==> config.mk <==
export PLATFORM = sky130hd
export DESIGN_NAME = stopwatch_core
export DESIGN_NICKNAME = d
export VERILOG_FILES = /design/src/rtl/stopwatch_pkg.sv /design/src/rtl/tick_gen.sv /design/src/rtl/stopwatch_core.sv
export SDC_FILE = /design/constraint.sdc
export NUM_CORES = 1
export LEC_CHECK = 0
export CORE_MARGIN = 1
export CORE_UTILIZATION = 47
export DETAILED_ROUTE_END_ITERATION = 10
export PLACE_DENSITY = 0.69
export SETUP_SLACK_MARGIN = 0.4
export SLEW_MARGIN = 20
export SYNTH_ARGS = -nofsm -noshare
export SYNTH_HDL_FRONTEND = slang
export SYNTH_SLANG_ARGS = --single-unit
==> constraint.sdc <==
create_clock -name clk -period 2.29 [get_ports clk]
set_clock_uncertainty 0.05 [all_clocks]
set_input_delay 0.3435 -clock clk [delete_from_list [all_inputs] [get_ports clk]]
set_output_delay 0.3435 -clock clk [all_outputs]
set_load 0.01 [all_outputs]
==> src/rtl/stopwatch_pkg.sv <==
// Shared types, field limits and the time cascade helper for the stopwatch.
// Lap hold is built only when STOPWATCH_LAP_EN is defined.
package stopwatch_pkg;

    localparam int MSEC_W = 7;
    localparam int SEC_W  = 6;
    localparam int MIN_W  = 6;
    localparam int HOUR_W = 5;

    localparam logic [MSEC_W-1:0] MSEC_MAX = 7'd99;
    localparam logic [SEC_W-1:0]  SEC_MAX  = 6'd59;
    localparam logic [MIN_W-1:0]  MIN_MAX  = 6'd59;
    localparam logic [HOUR_W-1:0] HOUR_MAX = 5'd23;

    typedef enum logic [1:0] {
        ST_STOP,
        ST_RUN,
        ST_CLEAR
    } state_t;

    typedef struct packed {
        logic [HOUR_W-1:0] hour;
        logic [MIN_W-1:0]  min;
        logic [SEC_W-1:0]  sec;
        logic [MSEC_W-1:0] msec;
    } time_t;

    // Full ripple of one hundredth through every field in a single step.
    function automatic time_t time_inc(time_t t);
        time_t n;
        n = t;
        if (t.msec != MSEC_MAX) begin
            n.msec = t.msec + 1'b1;
        end else begin
            n.msec = '0;
            if (t.sec != SEC_MAX) begin
                n.sec = t.sec + 1'b1;
            end else begin
                n.sec = '0;
                if (t.min != MIN_MAX) begin
                    n.min = t.min + 1'b1;
                end else begin
                    n.min  = '0;
                    n.hour = (t.hour == HOUR_MAX) ? '0 : t.hour + 1'b1;
                end
            end
        end
        return n;
    endfunction

endpackage

==> src/rtl/tick_gen.sv <==
// Clock divider producing one tick every DIV enabled cycles.
// Holds its phase while disabled; zeroed by clear.
module tick_gen #(
    parameter int DIV = 10
) (
    input  logic clk,
    input  logic reset,
    input  logic enable,
    input  logic clear,
    output logic tick
);

    localparam int DW = $clog2(DIV);
    localparam logic [DW-1:0] LAST = DW'(DIV - 1);

    logic [DW-1:0] div_q;

    always_ff @(posedge clk or negedge reset) begin
        if (!reset) begin
            div_q <= '0;
        end else if (clear) begin
            div_q <= '0;
        end else if (enable) begin
            div_q <= (div_q == LAST) ? '0 : div_q + 1'b1;
        end
    end

    assign tick = enable && (div_q == LAST);

endmodule

==> src/rtl/stopwatch_core.sv <==
// Run/stop/clear FSM and msec/sec/min/hour cascade on a divided tick.
// Optional lap hold snapshot enabled by STOPWATCH_LAP_EN.
module stopwatch_core
    import stopwatch_pkg::*;
#(
    parameter int F_CLK   = 100_000_000,
    parameter int TICK_HZ = 100
) (
    input  logic              clk,
    input  logic              reset,
    input  logic              i_run_stop,
    input  logic              i_clear,
    input  logic              i_lap,
    output logic [MSEC_W-1:0] o_msec,
    output logic [SEC_W-1:0]  o_sec,
    output logic [MIN_W-1:0]  o_min,
    output logic [HOUR_W-1:0] o_hour,
    output logic              o_running
);

    localparam int DIV = F_CLK / TICK_HZ;

    state_t state;
    logic   tick;
    time_t  cnt_q;
    time_t  cnt_n;

    tick_gen #(.DIV(DIV)) u_tick (
        .clk    (clk),
        .reset  (reset),
        .enable (state == ST_RUN),
        .clear  (state == ST_CLEAR),
        .tick   (tick)
    );

    always_ff @(posedge clk or negedge reset) begin
        if (!reset) begin
            state     <= ST_STOP;
            o_running <= 1'b0;
        end else begin
            case (state)
                ST_STOP: begin
                    if (i_clear) begin
                        state <= ST_CLEAR;
                    end else if (i_run_stop) begin
                        state     <= ST_RUN;
                        o_running <= 1'b1;
                    end
                end
                ST_RUN: begin
                    if (i_run_stop) begin
                        state     <= ST_STOP;
                        o_running <= 1'b0;
                    end
                end
                default: begin
                    state     <= ST_STOP;
                    o_running <= 1'b0;
                end
            endcase
        end
    end

    always_comb begin
        cnt_n = cnt_q;
        if (state == ST_CLEAR) begin
            cnt_n = '0;
        end else if (tick) begin
            cnt_n = time_inc(cnt_q);
        end
    end

    always_ff @(posedge clk or negedge reset) begin
        if (!reset) begin
            cnt_q <= '0;
        end else begin
            cnt_q <= cnt_n;
        end
    end

`ifdef STOPWATCH_LAP_EN
    logic  hold_q;
    logic  hold_n;
    time_t disp_q;

    // Stop wins over a coincident lap; leaving RUN always drops hold.
    always_comb begin
        hold_n = 1'b0;
        if (state == ST_RUN && !i_run_stop) begin
            hold_n = hold_q ^ i_lap;
        end
    end

    // disp_q tracks the live count, so freezing it is the snapshot.
    always_ff @(posedge clk or negedge reset) begin
        if (!reset) begin
            hold_q <= 1'b0;
            disp_q <= '0;
        end else begin
            hold_q <= hold_n;
            if (!hold_n) begin
                disp_q <= cnt_n;
            end
        end
    end

    assign o_msec = disp_q.msec;
    assign o_sec  = disp_q.sec;
    assign o_min  = disp_q.min;
    assign o_hour = disp_q.hour;
`else
    logic unused_lap;
    assign unused_lap = i_lap;

    assign o_msec = cnt_q.msec;
    assign o_sec  = cnt_q.sec;
    assign o_min  = cnt_q.min;
    assign o_hour = cnt_q.hour;
`endif

endmodule

Word level (Yosys, flattened, before mapping)
Cells that the tools add are included.
- multiplexer cells: 20
- $add $sub $neg: 5
- equal/unequal tests: 14
- reduce and logical (&&, ||, !) cells: 9
- operator list (cell ; number):
    $mux W20 ; 3
    $mux W24 ; 2
    $add A20 B1 Y20 const B ; 1
    $eq A20 B20 Y1 const B ; 1
    $mux W17 ; 1
    $add A6 B1 Y6 const B ; 2
    $mux W6 ; 2
    $ne A6 B6 Y1 const B ; 2
    $mux W11 ; 1
    $mux W5 ; 2
    $add A7 B1 Y7 const B ; 1
    $mux W7 ; 1
    $ne A7 B7 Y1 const B ; 1
    $mux W2 ; 3
    $ne A2 B1 Y1 const B ; 3
    $ne A2 B2 Y1 const B ; 3
    $reduce_and A3 Y1 ; 2
    $add A5 B1 Y5 const B ; 1
    $eq A5 B5 Y1 const B ; 1
    $pmux W2 S2 ; 1
    $reduce_and A2 Y1 ; 2
    $reduce_and A4 Y1 ; 1
    $reduce_bool A2 Y1 ; 2
    $mux W1 ; 3
    other kinds (6) ; 6
- bits in registers: 47
- logic and storage cells: 55
- output and inout bits: 25
- input bits: 5

Depth between registers and ports, before layout
Gate-level depths: netlist (run 1).
- word-level depth: 7
- gate-level depth with buffers: 8

Cells and area by module
A second synthesis (run 1) with hierarchy kept.
- cells, all modules: 292
- area total of the unflattened synthesis: 2672.6 sq um
- by module, submodules not included (module ; seq. area each (sq um) ; cells an instance ; area an instance (sq um) ; instances):
    stopwatch_core ; 675.6 ; 156 ; 1470.2 ; 1
    tick_gen ; 500.5 ; 136 ; 1202.4 ; 1

Worst setup path after synthesis (run 1)
No wires, ideal clock.
- path kind: reg2reg
- start: reg state[0]
- end: reg u_tick.div_q[18]
- library setup time: 0.121 ns
- arrival time: 1.904 ns
- path buffers: 1
- stages on the path, launching flop included: 9
- path slack: 0.214 ns
- required time: 2.119 ns
- cells stage by stage: dfrtp_1 > inv_1 > ha_1 > buf_2 > inv_1 > or4_1 > nor3_1 > xnor2_1 > nor2_1
- word-level cells in the longest chain between the ends: 2
- RTL lines (element ; RTL line ; RTL):
    start, declared ; stopwatch_core.sv:23 ; state_t state;
    start signal, assigned ; stopwatch_core.sv:38 ; state <= ST_STOP;
    start signal, assigned ; stopwatch_core.sv:44 ; state <= ST_CLEAR;
    start signal, assigned ; stopwatch_core.sv:46 ; state <= ST_RUN;
    $eq A2 B2 Y1 or $eq A2 B1 Y1 (tied branches) ; stopwatch_core.sv:32, stopwatch_core.sv:31 ;
    $mux W20 or $reduce_bool A2 Y1 (tied branches) ; - ;
    end signal, assigned ; tick_gen.sv:24 ; div_q <= (div_q == LAST) ? '0 : div_q + 1'b1;
    end, declared ; tick_gen.sv:16 ; logic [DW-1:0] div_q;
Several ways; a longest one is shown, not always the timed one.
A chain may end at the register's enable or synchronous reset.

Final worst setup path (run 1)
- start: reg u_tick.div_q[11]
- end: reg cnt_q (netlist bit o_sec[0])
- word-level cells in the longest chain between the ends: 4
- RTL lines (element ; RTL line ; RTL):
    $eq A20 B20 Y1 ; tick_gen.sv:28 ; assign tick = enable && (div_q == LAST);
    $logic_and A1 B1 Y1 ; tick_gen.sv:28 ;
    $reduce_bool A2 Y1 (no line) ; - ;
    $reduce_and A2 Y1 (no line) ; - ;
    end signal, assigned ; stopwatch_core.sv:77 ; cnt_q <= cnt_n;
    end, declared ; stopwatch_core.sv:25 ; time_t cnt_q;
Every way passes these cells.

==> summary.txt, run 1 <==
Clock tree
  • Num CTS Buffers: 5
  • Max clock buf depth: 2
  • Clock Pin Slew Worst Setup and Hold Paths: 0.08 ns
  • CTS tree: done
  • Skew-Pair Late Insertion Delay: 0.30 ns
  • CTS H-Tree Depth: 2
  • Sink Count: 47
  • CTS root buffer: clkbuf_8

Die
  • Core area: 5170 um^2
  • Initial core utilization: 49.6%
  • Chip width: 75.9 um
  • Die area: 5750 um^2
  • FP Rows: 26
  • Die H: 75.9 um
  • IO Count: 30

Drt
  • DRT iter0 DRCs: 125
  • DRC violation count after routing: 0
  • Routed Antenna Nets: 0
  • Via/cell ratio: 5.58
  • Final wirelength: 6410 um
  • DR pass1 iterations: 4
  • DR WL/cell: 15.1 um
  • Via count: 2361

Placement
  • Dpl hpwl: 3770 um
  • Gpl congestion: 0.825
  • Post-placement cell area: 3020 um^2
  • PortBufs: 28
  • Cells after DPL: 385

Min path
  • Worst hold path class: in2async

Synth
  • Async SR Flop Fraction: 100%
  • Number of synthesized flops with an enable pin: 0
  • Main synth FF type: dfrtp_1
  • Netlist Area Pre-Place: 2560 um^2
  • Post-Syn Nets: 293
  • Mapped Cells: 280
  • Syn Area/Cell: 9.16 um^2
  • Sequential area share after synthesis: 45.9%
  • Yosys reg bits: 47
  • Number of library cell types mapped by synthesis: 39
  • Synth warn: 0

Power
  • Maximum vdd drop: 0.609 mV
  • LEAKAGE: 1.50 nW
  • Ratio of total power to cell area: 618 nW/um^2

STA
  • Ratio of final minimum period to clock period: 86.8%
  • Slew @ Worst Pin: 0.574 ns
  • Max Slew Vio Count: 0
  • RSZ-0062 raised after global routing: yes
  • Fmax: 503 MHz
  • Relative slew slack: 61.7%
  • Hold slack: 0.517 ns
  • Endpoints failing setup: 0
  • Fin crit period: 1.99 ns
  • Setup_tns: 0 ns
  • Final hold vios: 0

Layout
  • Antenna diode count: 0
  • Share of layout cells above drive strength 1: 26.6%
  • Post-Layout Inst Area: 3580 um^2
  • Area growth syn-to-layout: 39.6%
  • # nets final: 367
  • Filler cells: 396
  • Layout Cells excl Fill: 423

Worst setup path
  • Most frequent CP cell: buf_6
  • CP Max Fanout: 5
  • Worst-path cell chain: nor4b_4 -> and3_4 -> buf_6 -> nand3_4 -> buf_6 -> or3_4 -> a21oi_2
  • CP endpoint kind: flop
  • Crit path required time: 2.47 ns
  • Critical-path top delay cell: dfrtp_2
  • CP Launch Type: flop
  • Crit path largest cell delay: 0.44 ns
  • CP Buf/Inv Count: 2
  • Worst EP arrival: 2.17 ns
  • R2R Setup Slk: 0.30 ns
  • Crit Path Category: reg2reg
  • CP delay by family, top: simple AND/OR/NAND/NOR gates

Global route
  • GRT overflow: 0
  • Vias in the first global route: 2134
  • Largest net degree at the start of global routing: 29
  • Initial antenna violation count: 0
  • Tot GR Track Use: 22.3%
  • First-pass GRT wire length: 9650 um

Status
  • Status: completed

Flow run
  • Max-cap viol count: 0
synthesized netlist by cell type, types with 2 or more instances:
cell type,instances,area [um^2]
dfrtp_1,47,1180
nor2_1,27,101
nand2_1,25,93.8
a21oi_1,23,115
nand3_1,22,110
o21ai_0,21,105
inv_1,12,45.0
or3_1,12,75.1
ha_1,8,100
nor2b_1,8,50.1
or4_1,8,60.1
xnor2_1,8,70.1
and3_1,6,37.5
mux2i_1,5,50.1
nor3_1,5,25.0
buf_2,4,20.0
clkbuf_1,3,11.3
nand2b_1,3,18.8
o31ai_1,3,22.5
xor2_1,3,26.3
a21o_1,2,15.0
a31oi_1,2,12.5
a32o_1,2,20.0
and4_1,2,17.5
nand4_1,2,12.5
nand4bb_1,2,22.5
nor4b_1,2,17.5
o211ai_1,2,15.0
report_power, final:
part	internal (W)	switching (W)	leakage [nW]
Sequential	0.000897	0.0000859	0.634
Clock	0.000204	0.000264	0.0371
Combinational	0.000342	0.000419	0.831
Total	0.00144	0.000769	1.50
logic make-up after synthesis:
family	share of synthesized area (%)
compound gates	12.8
fa+ha+maj	3.90
mux	1.95
xor+xnor	3.76
simple gates	28.7
flops	45.9
buf+inv	2.98
layout make-up:
class,instances,area (um^2),area share [%]
inverter,12,45.0,1.26
clock buffer,6,72.6,2.03
tap,70,87.6,2.45
timing repair buffer,72,634,17.7
multi-input combinational,216,1560,43.5
sequential,47,1180,33.0
per-stage QoR:
stage	total power, W	setup slack (ns)	util [%]
after detailed placement	0.00152	0.0592	58.4
final	0.00221	0.303	69.2
after global placement	0.00150	0.0933	58.4
after global routing	0.00235	0.190	69.2
after CTS	0.00214	0.313	65.1
after floorplan	0.00135	0.349	-
state kept, by name, summed over array words and instances (netlist names):
| register | count |
|---|---|
| u_tick.div_q | 20 |
| o_msec | 7 |
| o_min | 6 |
| o_sec | 6 |
| o_hour | 5 |
| state | 2 |
| o_running | 1 |
per-layer routing:
metal	vias to the layer above	share of wire, %	GRT usage, %
li1	1161	-	-
met1	1149	45	29.3
met2	42	50	37.2
met3	9	3.1	4.10
met4	0	1.5	7.41
met5	-	0	0
repair_timing:
action / in CTS / in global routing
pin swaps: 16 / 19
gates resized for setup: 32 / 29
buffers inserted: 17 / 12
gates cloned: 0 / 2
endpoints found under the setup margin: 39 / 37
hold endpoints to repair: 21 / 0
hold buffers: 1 / 0
cell usage in the layout (no fill, tap or decap), types with 3 or more instances in the layout:
cell type	count
clkdlybuf4s50_1	27
nand2_1	24
inv_2	3
or3_1	10
a21oi_1	19
nand3_1	20
or4_1	6
nor2_4	4
and3_1	4
nor3_4	3
buf_6	7
nor2b_1	7
dfrtp_2	5
xnor2_1	8
o21ai_1	4
o21ai_0	17
nand2b_1	3
ha_1	4
mux2i_1	5
nor2_1	23
buf_4	36
dfrtp_1	42
inv_1	9
xor2_1	3
a21oi_2	4
clkbuf_8	5
o31ai_1	3
path summary, 6_finish.rpt:
kind,from,to,depth (start not counted)
max,u_tick.div_q[11],o_sec[0],7
min,reset,o_sec[4],2
max reg2reg,u_tick.div_q[11],o_sec[0],7
min reg2reg,u_tick.div_q[7],u_tick.div_q[7],2
max in group asynchronous,reset,u_tick.div_q[17],3
min in group clk,u_tick.div_q[7],u_tick.div_q[7],2
Note: power is estimated with default switching activity, not from simulation.
==> run 2: changes to the inputs <==
- CAP_MARGIN: default -> 15
==> results of run 2 <==
No change in the layout: final DEF, timing and power equal those of run 1.
